File: config.mk
export PLATFORM = sky130hd
export DESIGN_NAME = muldiv_ctrl_flat
export DESIGN_NICKNAME = d
export VERILOG_FILES = /design/src/rtl/muldiv_ctrl_pkg.sv /design/src/rtl/muldiv_ctrl_if.sv /design/src/rtl/muldiv_ctrl_datapath.sv /design/src/rtl/muldiv_ctrl.sv /design/src/flat_wrapper.sv
export SDC_FILE = /design/constraint.sdc
export NUM_CORES = 1
export LEC_CHECK = 0
export ABC_AREA = 1
export CAP_MARGIN = 25
export CELL_PAD_IN_SITES_DETAIL_PLACEMENT = 1
export CELL_PAD_IN_SITES_GLOBAL_PLACEMENT = 2
export CORE_ASPECT_RATIO = 2
export CORE_MARGIN = 2
export CORE_UTILIZATION = 34
export CTS_BUF_LIST = sky130_fd_sc_hd__clkbuf_8
export CTS_CLUSTER_SIZE = 25
export DETAILED_ROUTE_END_ITERATION = 10
export MAX_ROUTING_LAYER = met4
export PLACE_DENSITY = 0.86
export SLEW_MARGIN = 20
export SYNTH_ARGS = -nofsm -noshare
export SYNTH_HDL_FRONTEND = slang
export SYNTH_SLANG_ARGS = --single-unit
File: constraint.sdc
create_clock -name clk -period 4.9 [get_ports clk]
set_input_delay 0.49 -clock clk [delete_from_list [all_inputs] [get_ports clk]]
set_output_delay 0.49 -clock clk [all_outputs]
set_load 0.1 [all_outputs]
File: src/rtl/muldiv_ctrl_pkg.sv
// Shared op codes, FSM state encodings and small decode helpers for the
// iterative multiply/divide unit that owns HI/LO.
package muldiv_ctrl_pkg;

  localparam int MD_WIDTH = 32;

  typedef enum logic [1:0] {
    MD_MULT  = 2'd0,
    MD_MULTU = 2'd1,
    MD_DIV   = 2'd2,
    MD_DIVU  = 2'd3
  } md_op_e;

  typedef enum logic [1:0] {
    IDLE = 2'd0,
    RUN  = 2'd1,
    FIX  = 2'd2
  } md_state_e;

  function automatic logic md_is_div(input md_op_e op);
    return (op == MD_DIV) || (op == MD_DIVU);
  endfunction

  function automatic logic md_is_signed(input md_op_e op);
    return (op == MD_MULT) || (op == MD_DIV);
  endfunction

endpackage

File: src/rtl/muldiv_ctrl_if.sv
// Execute-stage <-> mul/div unit bundle: issue request, MTHI/MTLO writes,
// status pulses and the registered HI/LO pair.
interface muldiv_ctrl_if
  import muldiv_ctrl_pkg::*;
#(
  parameter int WIDTH = MD_WIDTH
) ();

  logic             start;
  md_op_e           op;
  logic [WIDTH-1:0] rs_val;
  logic [WIDTH-1:0] rt_val;
  logic             hi_we;
  logic             lo_we;
  logic [WIDTH-1:0] wdata;
  logic             busy;
  logic             done;
  logic             div0;
  logic [WIDTH-1:0] hi;
  logic [WIDTH-1:0] lo;

  modport master (
    output start, op, rs_val, rt_val, hi_we, lo_we, wdata,
    input  busy, done, div0, hi, lo
  );

  modport slave (
    input  start, op, rs_val, rt_val, hi_we, lo_we, wdata,
    output busy, done, div0, hi, lo
  );

endinterface

File: src/rtl/muldiv_ctrl_datapath.sv
// Unsigned shift-add multiplier / restoring divider, one step per cycle.
// load seeds the 2*WIDTH accumulator; result is valid after WIDTH steps.
module muldiv_datapath #(
  parameter int WIDTH = 32
) (
  input  logic               clk,
  input  logic               rst,
  input  logic               load_i,
  input  logic               step_i,
  input  logic               is_div_i,
  input  logic [WIDTH-1:0]   a_i,
  input  logic [WIDTH-1:0]   b_i,
  output logic [2*WIDTH-1:0] result_o
);

  logic [2*WIDTH-1:0] acc_q, acc_d;
  logic [WIDTH-1:0]   opnd_q, opnd_d;
  logic [WIDTH-1:0]   addend;
  logic [WIDTH:0]     add_sum;
  logic [WIDTH:0]     sub_diff;
  logic               sub_ok;

  // Multiply: acc = {partial product, remaining multiplier bits}, shift right.
  assign addend  = acc_q[0] ? opnd_q : '0;
  assign add_sum = {1'b0, acc_q[2*WIDTH-1:WIDTH]} + {1'b0, addend};

  // Divide: acc = {partial remainder, dividend/quotient bits}, shift left.
  assign sub_diff = acc_q[2*WIDTH-1:WIDTH-1] - {1'b0, opnd_q};
  assign sub_ok   = ~sub_diff[WIDTH];

  always_comb begin
    acc_d  = acc_q;
    opnd_d = opnd_q;
    if (load_i) begin
      opnd_d = is_div_i ? b_i : a_i;
      acc_d  = {{WIDTH{1'b0}}, (is_div_i ? a_i : b_i)};
    end else if (step_i) begin
      if (is_div_i) begin
        acc_d = {(sub_ok ? sub_diff[WIDTH-1:0] : acc_q[2*WIDTH-2:WIDTH-1]),
                 acc_q[WIDTH-2:0], sub_ok};
      end else begin
        acc_d = {add_sum, acc_q[WIDTH-1:1]};
      end
    end
  end

  always_ff @(posedge clk) begin
    if (rst) begin
      acc_q  <= '0;
      opnd_q <= '0;
    end else begin
      acc_q  <= acc_d;
      opnd_q <= opnd_d;
    end
  end

  assign result_o = acc_q;

endmodule

File: src/rtl/muldiv_ctrl.sv
// HI/LO owner for MULT/MULTU/DIV/DIVU: STEPS+2 cycles from accept to done.
// No queue: start is ignored while busy, caller must stall on busy.
module muldiv_ctrl
  import muldiv_ctrl_pkg::*;
#(
  parameter int WIDTH = MD_WIDTH,
  parameter int STEPS = WIDTH
) (
  input logic        clk,
  input logic        rst,
  muldiv_ctrl_if.slave md
);

  localparam int CW = $clog2(STEPS + 1);

  md_state_e          state_q, state_d;
  logic [CW-1:0]      cnt_q, cnt_d;
  logic               is_div_q, is_div_d;
  logic               dz_q, dz_d;
  logic               neg_lo_q, neg_lo_d;
  logic               neg_hi_q, neg_hi_d;
  logic [WIDTH-1:0]   rs_q, rs_d;
  logic [WIDTH-1:0]   hi_q, hi_d;
  logic [WIDTH-1:0]   lo_q, lo_d;
  logic               busy_q, busy_d;
  logic               done_q, done_d;
  logic               div0_q, div0_d;

  logic               dp_load, dp_step, dp_is_div;
  logic               op_signed;
  logic [WIDTH-1:0]   a_abs, b_abs;
  logic [2*WIDTH-1:0] dp_res, prod_fix;
  logic [WIDTH-1:0]   quo_fix, rem_fix;

  assign op_signed = md_is_signed(md.op);
  assign a_abs = (op_signed && md.rs_val[WIDTH-1]) ? -md.rs_val : md.rs_val;
  assign b_abs = (op_signed && md.rt_val[WIDTH-1]) ? -md.rt_val : md.rt_val;

  // The datapath needs the mode before it is latched, on the load cycle.
  assign dp_is_div = (state_q == IDLE) ? md_is_div(md.op) : is_div_q;

  muldiv_datapath #(.WIDTH(WIDTH)) u_dp (
    .clk      (clk),
    .rst      (rst),
    .load_i   (dp_load),
    .step_i   (dp_step),
    .is_div_i (dp_is_div),
    .a_i      (a_abs),
    .b_i      (b_abs),
    .result_o (dp_res)
  );

  assign prod_fix = neg_lo_q ? -dp_res : dp_res;
  assign quo_fix  = neg_lo_q ? -dp_res[WIDTH-1:0] : dp_res[WIDTH-1:0];
  assign rem_fix  = neg_hi_q ? -dp_res[2*WIDTH-1:WIDTH] : dp_res[2*WIDTH-1:WIDTH];

  always_comb begin
    state_d  = state_q;
    cnt_d    = cnt_q;
    is_div_d = is_div_q;
    dz_d     = dz_q;
    neg_lo_d = neg_lo_q;
    neg_hi_d = neg_hi_q;
    rs_d     = rs_q;
    hi_d     = hi_q;
    lo_d     = lo_q;
    done_d   = 1'b0;
    div0_d   = 1'b0;
    dp_load  = 1'b0;
    dp_step  = 1'b0;

    unique case (state_q)
      IDLE: begin
        if (md.hi_we) hi_d = md.wdata;
        if (md.lo_we) lo_d = md.wdata;
        if (md.start) begin
          state_d  = RUN;
          cnt_d    = '0;
          dp_load  = 1'b1;
          is_div_d = md_is_div(md.op);
          dz_d     = md_is_div(md.op) && (md.rt_val == '0);
          neg_lo_d = op_signed && (md.rs_val[WIDTH-1] ^ md.rt_val[WIDTH-1]);
          neg_hi_d = op_signed && md.rs_val[WIDTH-1];
          rs_d     = md.rs_val;
        end
      end
      RUN: begin
        dp_step = 1'b1;
        cnt_d   = cnt_q + 1'b1;
        if (cnt_q == CW'(STEPS - 1)) state_d = FIX;
      end
      FIX: begin
        state_d = IDLE;
        done_d  = 1'b1;
        div0_d  = dz_q;
        // Divide by zero bypasses the iteration result entirely.
        if (dz_q) begin
          hi_d = rs_q;
          lo_d = '1;
        end else if (is_div_q) begin
          hi_d = rem_fix;
          lo_d = quo_fix;
        end else begin
          hi_d = prod_fix[2*WIDTH-1:WIDTH];
          lo_d = prod_fix[WIDTH-1:0];
        end
      end
      default: state_d = IDLE;
    endcase

    busy_d = (state_d != IDLE);
  end

  always_ff @(posedge clk) begin
    if (rst) begin
      state_q  <= IDLE;
      cnt_q    <= '0;
      is_div_q <= 1'b0;
      dz_q     <= 1'b0;
      neg_lo_q <= 1'b0;
      neg_hi_q <= 1'b0;
      rs_q     <= '0;
      hi_q     <= '0;
      lo_q     <= '0;
      busy_q   <= 1'b0;
      done_q   <= 1'b0;
      div0_q   <= 1'b0;
    end else begin
      state_q  <= state_d;
      cnt_q    <= cnt_d;
      is_div_q <= is_div_d;
      dz_q     <= dz_d;
      neg_lo_q <= neg_lo_d;
      neg_hi_q <= neg_hi_d;
      rs_q     <= rs_d;
      hi_q     <= hi_d;
      lo_q     <= lo_d;
      busy_q   <= busy_d;
      done_q   <= done_d;
      div0_q   <= div0_d;
    end
  end

  assign md.busy = busy_q;
  assign md.done = done_q;
  assign md.div0 = div0_q;
  assign md.hi   = hi_q;
  assign md.lo   = lo_q;

endmodule

File: src/flat_wrapper.sv
// flat-port wrapper written by rule: the top's interface ports become plain ports
module muldiv_ctrl_flat import muldiv_ctrl_pkg::*;
#(
  parameter int WIDTH = MD_WIDTH,
  parameter int STEPS = WIDTH
)
  (clk, rst, md_start, md_op, md_rs_val, md_rt_val, md_hi_we, md_lo_we, md_wdata, md_busy, md_done, md_div0, md_hi, md_lo);
  muldiv_ctrl_if #(.WIDTH(WIDTH)) md_i ();
  input logic clk;
  input logic rst;
  input wire logic [$bits(md_i.start)-1:0] md_start;
  input wire logic [$bits(md_i.op)-1:0] md_op;
  input wire logic [$bits(md_i.rs_val)-1:0] md_rs_val;
  input wire logic [$bits(md_i.rt_val)-1:0] md_rt_val;
  input wire logic [$bits(md_i.hi_we)-1:0] md_hi_we;
  input wire logic [$bits(md_i.lo_we)-1:0] md_lo_we;
  input wire logic [$bits(md_i.wdata)-1:0] md_wdata;
  output wire logic [$bits(md_i.busy)-1:0] md_busy;
  output wire logic [$bits(md_i.done)-1:0] md_done;
  output wire logic [$bits(md_i.div0)-1:0] md_div0;
  output wire logic [$bits(md_i.hi)-1:0] md_hi;
  output wire logic [$bits(md_i.lo)-1:0] md_lo;
  assign md_i.start = md_start;
  assign md_i.op = md_op;
  assign md_i.rs_val = md_rs_val;
  assign md_i.rt_val = md_rt_val;
  assign md_i.hi_we = md_hi_we;
  assign md_i.lo_we = md_lo_we;
  assign md_i.wdata = md_wdata;
  assign md_busy = md_i.busy;
  assign md_done = md_i.done;
  assign md_div0 = md_i.div0;
  assign md_hi = md_i.hi;
  assign md_lo = md_i.lo;
  muldiv_ctrl #(.WIDTH(WIDTH), .STEPS(STEPS)) u_core (.clk(clk), .rst(rst), .md(md_i));
endmodule
### Word level (Yosys, flattened, before mapping)

Index checks and enable logic that the tools add are counted.

| storage, ports and cells | value |
|---|---|
| flip-flop bits (word level) | 207 |
| bits of input ports | 103 |
| word-level logic and storage cells | 83 |

| cells by class | value |
|---|---|
| $add $sub $neg | 8 |
| equality and inequality tests | 8 |
| muxes and demuxes | 30 |
| bitwise operators | 3 |
| reduce and logical (&&, ||, !) cells | 19 |

Operators with widths:

| operator | number |
|---|---|
| $mux 32 | 16 |
| $mux 64 | 2 |
| $neg 32->32 | 4 |
| $pmux 32 s2 | 2 |
| $neg 64->64 | 1 |
| $add 32x32->33 | 1 |
| $sub 33x32->33 | 1 |
| $logic_not 32->1 | 1 |
| $pmux 6 s2 | 1 |
| $reduce_and 2->1 | 4 |
| $reduce_bool 2->1 | 4 |
| $add 6x1->6 const B | 1 |
| $eq 2x2->1 const B | 3 |
| $eq 6x5->1 const B | 1 |
| $mux 6 | 1 |
| $ne 2x2->1 const B | 3 |
| $mux 1 | 5 |
| $logic_and 1x1->1 | 4 |
| $logic_not 2->1 | 2 |
| $mux 2 | 2 |
| $pmux 2 s2 | 1 |
| $reduce_or 2->1 | 2 |
| $eq 2x1->1 const B | 1 |
| $logic_or 1x1->1 | 2 |
| other kinds (2) | 3 |

### Logic depth before layout (Yosys ltp)

| depth | value |
|---|---|
| depth after elaboration | 6 |
| depth in mapped cells | 20 |
| mapped depth without buffers | 19 |

### By module

Synthesis repeated with hierarchy kept, for this count alone.

| second synthesis, totals | value |
|---|---|
| cells, all modules | 3437 |
| area total of the unflattened synthesis | 19686.4 um2 |

Modules (own cells, without submodules):

| module | times used | cells each | area each (um2) |
|---|---|---|---|
| muldiv_datapath | 1 | 1949 | 10726.5 |
| muldiv_ctrl | 1 | 1488 | 8959.8 |

### Worst setup path before layout

No wires, ideal clock.

| timing path | value |
|---|---|
| kind | register to register |
| from | reg u_core.u_dp.acc_q[0] (netlist: u_core.u_dp.result_o[0]) |
| to | reg u_core.u_dp.acc_q[47] (netlist: u_core.u_dp.result_o[47]) |
| setup time | 0.066 ns |
| data arrival time | 2.371 ns |
| data required time | 4.834 ns |
| path slack | 2.463 ns |
| cell stages (with the launch flop) | 20 |
| path buffers | 2 |
| period minus slack after synthesis | 2.437 ns |
| cell sequence | dfxtp_1 buf_2 buf_1 nand2_1 inv_1 ha_1 fa_1 nand2_1 nand2_1 o21ai_0 o21ai_1 nand2_1 nand2_1 nand2_1 nand2_1 nand2_1 nand2_1 o21ai_0 inv_1 a21oi_2 |

| on the way | value |
|---|---|
| cells in the longest elaborated chain, start to end | 3 |

RTL lines:

| item | line | source |
|---|---|---|
| from (decl) | muldiv_ctrl_datapath.sv:16 | `logic [2*WIDTH-1:0] acc_q, acc_d;` |
| from (signal assigned) | muldiv_ctrl_datapath.sv:49 | `acc_q <= '0;` |
| from (signal assigned) | muldiv_ctrl_datapath.sv:52 | `acc_q <= acc_d;` |
| $mux 32 | muldiv_ctrl_datapath.sv:24 | `assign addend = acc_q[0] ? opnd_q : '0;` |
| $add 32x32->33 | muldiv_ctrl_datapath.sv:25 | `assign add_sum = {1'b0, acc_q[2*WIDTH-1:WIDTH]} + {1'b0, addend};` |
| $mux 64 | muldiv_ctrl_datapath.sv:38 | `if (is_div_i) begin` |

Every way passes these cells.
A chain may end at the register's enable or synchronous reset.

### Worst setup path after layout

| timing path | value |
|---|---|
| from | reg u_core.state_q[1] |
| to | reg u_core.u_dp.acc_q[0] (netlist: u_core.u_dp.result_o[0]) |

| on the way | value |
|---|---|
| cells in the longest elaborated chain, start to end | 5 |
| elaborated cells between the ends (all ways) | 10 |
| those cells by class | eq/ne (1); mux (7); reduce/logical (2) |

RTL lines:

| item | line | source |
|---|---|---|
| from (decl) | muldiv_ctrl.sv:16 | `md_state_e state_q, state_d;` |
| from (signal assigned) | muldiv_ctrl.sv:129 | `state_q <= state_d;` |
| $logic_not 2->1 | muldiv_ctrl.sv:40, muldiv_ctrl.sv:72 |  |
| $mux 1 | muldiv_ctrl.sv:40 | `assign dp_is_div = (state_q == IDLE) ? md_is_div(md.op) : is_div_q;` |
| $mux 64 | muldiv_ctrl_datapath.sv:38 |  |
| $mux 32 | muldiv_ctrl_datapath.sv:37 | `end else if (step_i) begin` |
| $mux 32 | muldiv_ctrl_datapath.sv:34 | `if (load_i) begin` |

Parallel ways exist; a longest one is shown, timed or not. The select of a mux whose other input is x is not followed.

==> metrics.log <==
INFO  metric outcome = finished, final reports clean
INFO  metric cp-start-kind = flip-flop
INFO  metric synth_edf_count = 0
INFO  metric via_count = 23,700
INFO  metric ant_nets = 0
INFO  metric yosys.area.top_type_share = 22.3%
INFO  metric timing.fmax = 0.242 GHz
INFO  metric timing.critical_path.fanout_max = 22
INFO  metric ys_flop_type = sky130_fd_sc_hd__dfxtp_1
INFO  metric synth_area_leaders = sky130_fd_sc_hd__dfxtp_1, sky130_fd_sc_hd__nand2_1, sky130_fd_sc_hd__a21oi_1, sky130_fd_sc_hd__inv_1, sky130_fd_sc_hd__o21ai_0
INFO  metric synth_register_bits = 207
INFO  metric fin_setup_tns = 0 ns
INFO  metric global_route.overflow_total = 0
INFO  metric hold_viol_final = 0
INFO  metric critPathSlowestCell = sky130_fd_sc_hd__a21oi_1
INFO  metric wl_per_cell = 30.1 µm
INFO  metric tightest_slew = 1.13 ns
INFO  metric seq_area = 0.00415 mm²
INFO  metric yosysTopAreaCell = sky130_fd_sc_hd__dfxtp_1
INFO  metric slew_headroom = 24.5%
INFO  metric reg2reg_slack = 0.76 ns
INFO  metric p_clk_share = 23.1%
INFO  metric sinks_on_clock_net = 207
INFO  metric final_common_cell = sky130_fd_sc_hd__nand2_1
INFO  metric critPathCapture = u_core.u_dp.result_o[0]$_SDFFE_PP0P_
INFO  metric netlist-cell-type-count = 52
INFO  metric cp_slowest_stage_delay = 0.82 ns
INFO  metric synthesis.instances = 3,210
INFO  metric ir_drop = 0.228 mV
INFO  metric cts.path.max_buffers = 3
INFO  metric place_inst = 3,964
INFO  metric ys_async_sr_fraction = 0%
INFO  metric ys.warnings.count = 0
INFO  metric synth_area_per_cell = 5.78 µm²
INFO  metric setup_viol_count_final = 0
INFO  metric power-per-cell-area = 377 mW/mm²
INFO  metric critical_path_required = 5.35 ns
INFO  metric ctsRootBufferMaster = sky130_fd_sc_hd__clkbuf_8
INFO  metric post_route_cells_drive_above_1_share = 5.51%
INFO  metric seq_power_share = 25.7%
INFO  metric rsz0062_at_grt = false
INFO  metric power_switching = 4.35 mW
INFO  metric crit_path_cell_trace = nor2_1 -> nand2_1 -> inv_1 -> buf_4 -> nor2_1 -> buf_4 -> inv_1 -> o21ai_0 -> a21oi_1
INFO  metric worst_r2r_endpoint = u_core.u_dp.result_o[0]$_SDFFE_PP0P_
INFO  metric synth_fp_nets = 3,384
INFO  metric antenna_found_initial = 17
INFO  metric cp_capture_type = flip-flop
INFO  metric report.final.slew_viol_count = 0
INFO  metric cts_buffers = 38
INFO  metric buffers_added_on_ports = 169
INFO  metric layout_common_cells = sky130_fd_sc_hd__nand2_1, sky130_fd_sc_hd__inv_1, sky130_fd_sc_hd__a21oi_1
INFO  metric postCtsSetupRepairBufs = 0
INFO  metric avgViaCountPerCell = 5.85
INFO  metric layout.cells.non_filler = 4,050
INFO  metric drtPass1Iterations = 6
INFO  metric area_growth = 17.5%
INFO  metric post_cts_gate_resize_count = 0
INFO  metric std_cell_rows = 121
INFO  metric setup_ws = 0.763 ns
INFO  metric drc = 0
INFO  metric cts_htree_levels = 2
INFO  metric num_io_pins = 170
INFO  metric timing.setup.critical_path_class = flip-flop to flip-flop
INFO  metric yosysSeqAreaShare = 22.3%
INFO  metric detailed_place_hpwl = 95,600 µm
INFO  metric postRouteWirelength = 122,000 µm
INFO  metric synth_area = 0.0185 mm²
INFO  metric worst_ep_arrival_time = 4.58 ns
INFO  metric fill_cells = 7,410
INFO  metric die_h = 334 µm
INFO  metric nNetsFinal = 3,504
INFO  metric clkLatencyLatePin = 0.64 ns
INFO  metric final.setup_skew = 0.0429 ns
INFO  metric clk_transition_reported_paths = 0.06 ns
INFO  metric grt.total_usage = 44.4%
INFO  metric place_ws = 1.32 ns
INFO  metric min_period_over_period = 84.4%
INFO  metric grt_first_pass_wirelength = 173,000 µm
INFO  metric maximum_number_of_pins_on_one_net_before_global_route_repair = 95
INFO  metric fp.coreArea = 0.0542 mm²
INFO  metric multi_input_area = 0.0122 mm²
INFO  metric setup.worst_path.start = u_core.state_q[1]$_SDFF_PP0_
INFO  metric die_width = 169 µm
INFO  metric floorplan.initialDensity = 34.2%
INFO  metric power.internal = 3.86 mW
INFO  metric reg2reg_depth = 9
INFO  metric holdCritPathClass = flip-flop to flip-flop
INFO  metric design.die.area = 0.0565 mm²
INFO  metric power.share.combinational = 51.2%
INFO  metric place_congestion = 1.07
INFO  metric timing.max_cap.violations = 0
INFO  metric r2r_start = u_core.state_q[1]$_SDFF_PP0_
INFO  metric first_global_vias = 24,800
INFO  metric crit_path_time_final = 4.14 ns
INFO  metric static_leakage_power = 10.2 nW
INFO  metric quantity_of_hold_fixing_buffers_added_after_cts = 0
INFO  metric cts_tree = yes
INFO  metric netSwitchingFraction = 53.0%
INFO  metric drt-initial-drc-count = 1,615
synthesized netlist by cell type (3+ instances only):
| library cell | count |
|---|---|
| sky130_fd_sc_hd__clkbuf_1 | 95 |
| sky130_fd_sc_hd__o31ai_1 | 11 |
| sky130_fd_sc_hd__o21ai_0 | 277 |
| sky130_fd_sc_hd__a221oi_1 | 8 |
| sky130_fd_sc_hd__a21oi_1 | 326 |
| sky130_fd_sc_hd__o21ai_1 | 20 |
| sky130_fd_sc_hd__and2_1 | 3 |
| sky130_fd_sc_hd__xnor2_1 | 12 |
| sky130_fd_sc_hd__nand3b_1 | 12 |
| sky130_fd_sc_hd__inv_2 | 8 |
| sky130_fd_sc_hd__nand2_1 | 796 |
| sky130_fd_sc_hd__dfxtp_1 | 207 |
| sky130_fd_sc_hd__o211ai_2 | 7 |
| sky130_fd_sc_hd__nor3_1 | 39 |
| sky130_fd_sc_hd__clkinv_1 | 4 |
| sky130_fd_sc_hd__a21o_1 | 4 |
| sky130_fd_sc_hd__buf_2 | 24 |
| sky130_fd_sc_hd__o21a_1 | 7 |
| sky130_fd_sc_hd__xor2_1 | 59 |
| sky130_fd_sc_hd__a21oi_2 | 8 |
| sky130_fd_sc_hd__o21bai_1 | 9 |
| sky130_fd_sc_hd__a31oi_1 | 8 |
| sky130_fd_sc_hd__nand3_1 | 260 |
| sky130_fd_sc_hd__buf_1 | 13 |
| sky130_fd_sc_hd__nor4_1 | 7 |
| sky130_fd_sc_hd__o21ai_2 | 7 |
| sky130_fd_sc_hd__nor2_1 | 309 |
| sky130_fd_sc_hd__inv_1 | 424 |
| sky130_fd_sc_hd__nor2_2 | 5 |
| sky130_fd_sc_hd__nand4_1 | 33 |
| sky130_fd_sc_hd__o211ai_1 | 45 |
| sky130_fd_sc_hd__or2_2 | 9 |
| sky130_fd_sc_hd__o22ai_1 | 48 |
| sky130_fd_sc_hd__ha_1 | 69 |
| sky130_fd_sc_hd__buf_6 | 3 |
| sky130_fd_sc_hd__nand2_2 | 10 |
per-layer routing:
layer	up-vias	GRT usage (%)	routed length [µm]
met4	0	46.1	15900
li1	10800	-	-
met5	-	-	0
met1	11400	38.4	38900
met2	921	73.8	59600
met3	522	13.0	7330
state kept, by name (all words and copies together), names as in the netlist:
register              count
u_core.is_div_q           1
u_core.neg_lo_q           1
u_core.u_dp.result_o     64
u_core.cnt_q              6
u_core.u_dp.opnd_q       32
u_core.state_q            2
u_core.md.div0            1
u_core.neg_hi_q           1
u_core.md.done            1
u_core.md.lo             32
u_core.md.hi             32
u_core.md.busy            1
u_core.rs_q              32
u_core.dz_q               1
critical path, delay by kind of cell, from the launching register on:
kind	cells	cell delay, ns
compound gates	2	1.23
buf+inv	4	1.36
flops	1	0.40
simple gates	3	0.92
power by group through the flow:
stage	combinational, mW	clock [mW]	sequential [mW]
2_1_floorplan	2.10	0	2.33
3_3_place_gp	3.90	0	2.12
3_5_place_dp	3.95	0	2.12
4_1_cts	3.97	1.89	2.09
5_1_grt	4.44	1.98	2.10
6_report	4.20	1.90	2.11
cell families (layout without fill, tap and decap cells):
kind of cell    count (synthesis)  in the layout  share of synthesized area [%]
compound gates                791            791                           23.6
xor+xnor                       71             71                           3.35
fa+ha+maj                      71             71                           4.87
buf+inv                       574            721                           12.0
flops                         207            207                           22.3
other cells                     0             17                              0
simple gates                 1496           1496                           33.8
final cells by class:
class	instances	share of cell area [%]
Tap cell	676	3.88
Timing Repair Buffer	218	9.51
Clock buffer	48	3.03
Clock inverter	19	0.649
Antenna cell	17	0.195
Sequential cell	207	19.0
Inverter	436	7.52
Multi-Input combinational cell	2429	56.2
per-stage QoR:
step / cell area (µm²) / hold slack, ns / total power [mW] / utilization (%)
global route: 21800 / 0.513 / 8.52 / 40.2
CTS: 21700 / 0.484 / 7.95 / 40.0
floorplan: 18500 / 0.429 / 4.43 / -
finish: 21800 / 0.484 / 8.21 / 40.2
detailed placement: 20900 / 0.471 / 6.07 / 38.6
global placement: 20900 / 0.466 / 6.02 / 38.5
worst min-delay path by stage:
stage / to / slack [ns] / start / cells after the start
4_1_cts: u_core.rs_q[3]$_SDFFE_PP0P_ / 0.48 / u_core.rs_q[3]$_SDFFE_PP0P_ / 2
5_1_grt: u_core.md.lo[0]$_SDFFE_PP0P_ / 0.51 / md_wdata[0] / 3
2_1_floorplan: u_core.rs_q[0]$_SDFFE_PP0P_ / 0.43 / u_core.rs_q[0]$_SDFFE_PP0P_ / 2
6_report: u_core.rs_q[11]$_SDFFE_PP0P_ / 0.48 / u_core.rs_q[11]$_SDFFE_PP0P_ / 2
3_5_place_dp: u_core.rs_q[3]$_SDFFE_PP0P_ / 0.47 / u_core.rs_q[3]$_SDFFE_PP0P_ / 2
3_3_place_gp: u_core.rs_q[5]$_SDFFE_PP0P_ / 0.47 / u_core.rs_q[5]$_SDFFE_PP0P_ / 2
(Power assumes the default switching activity.)
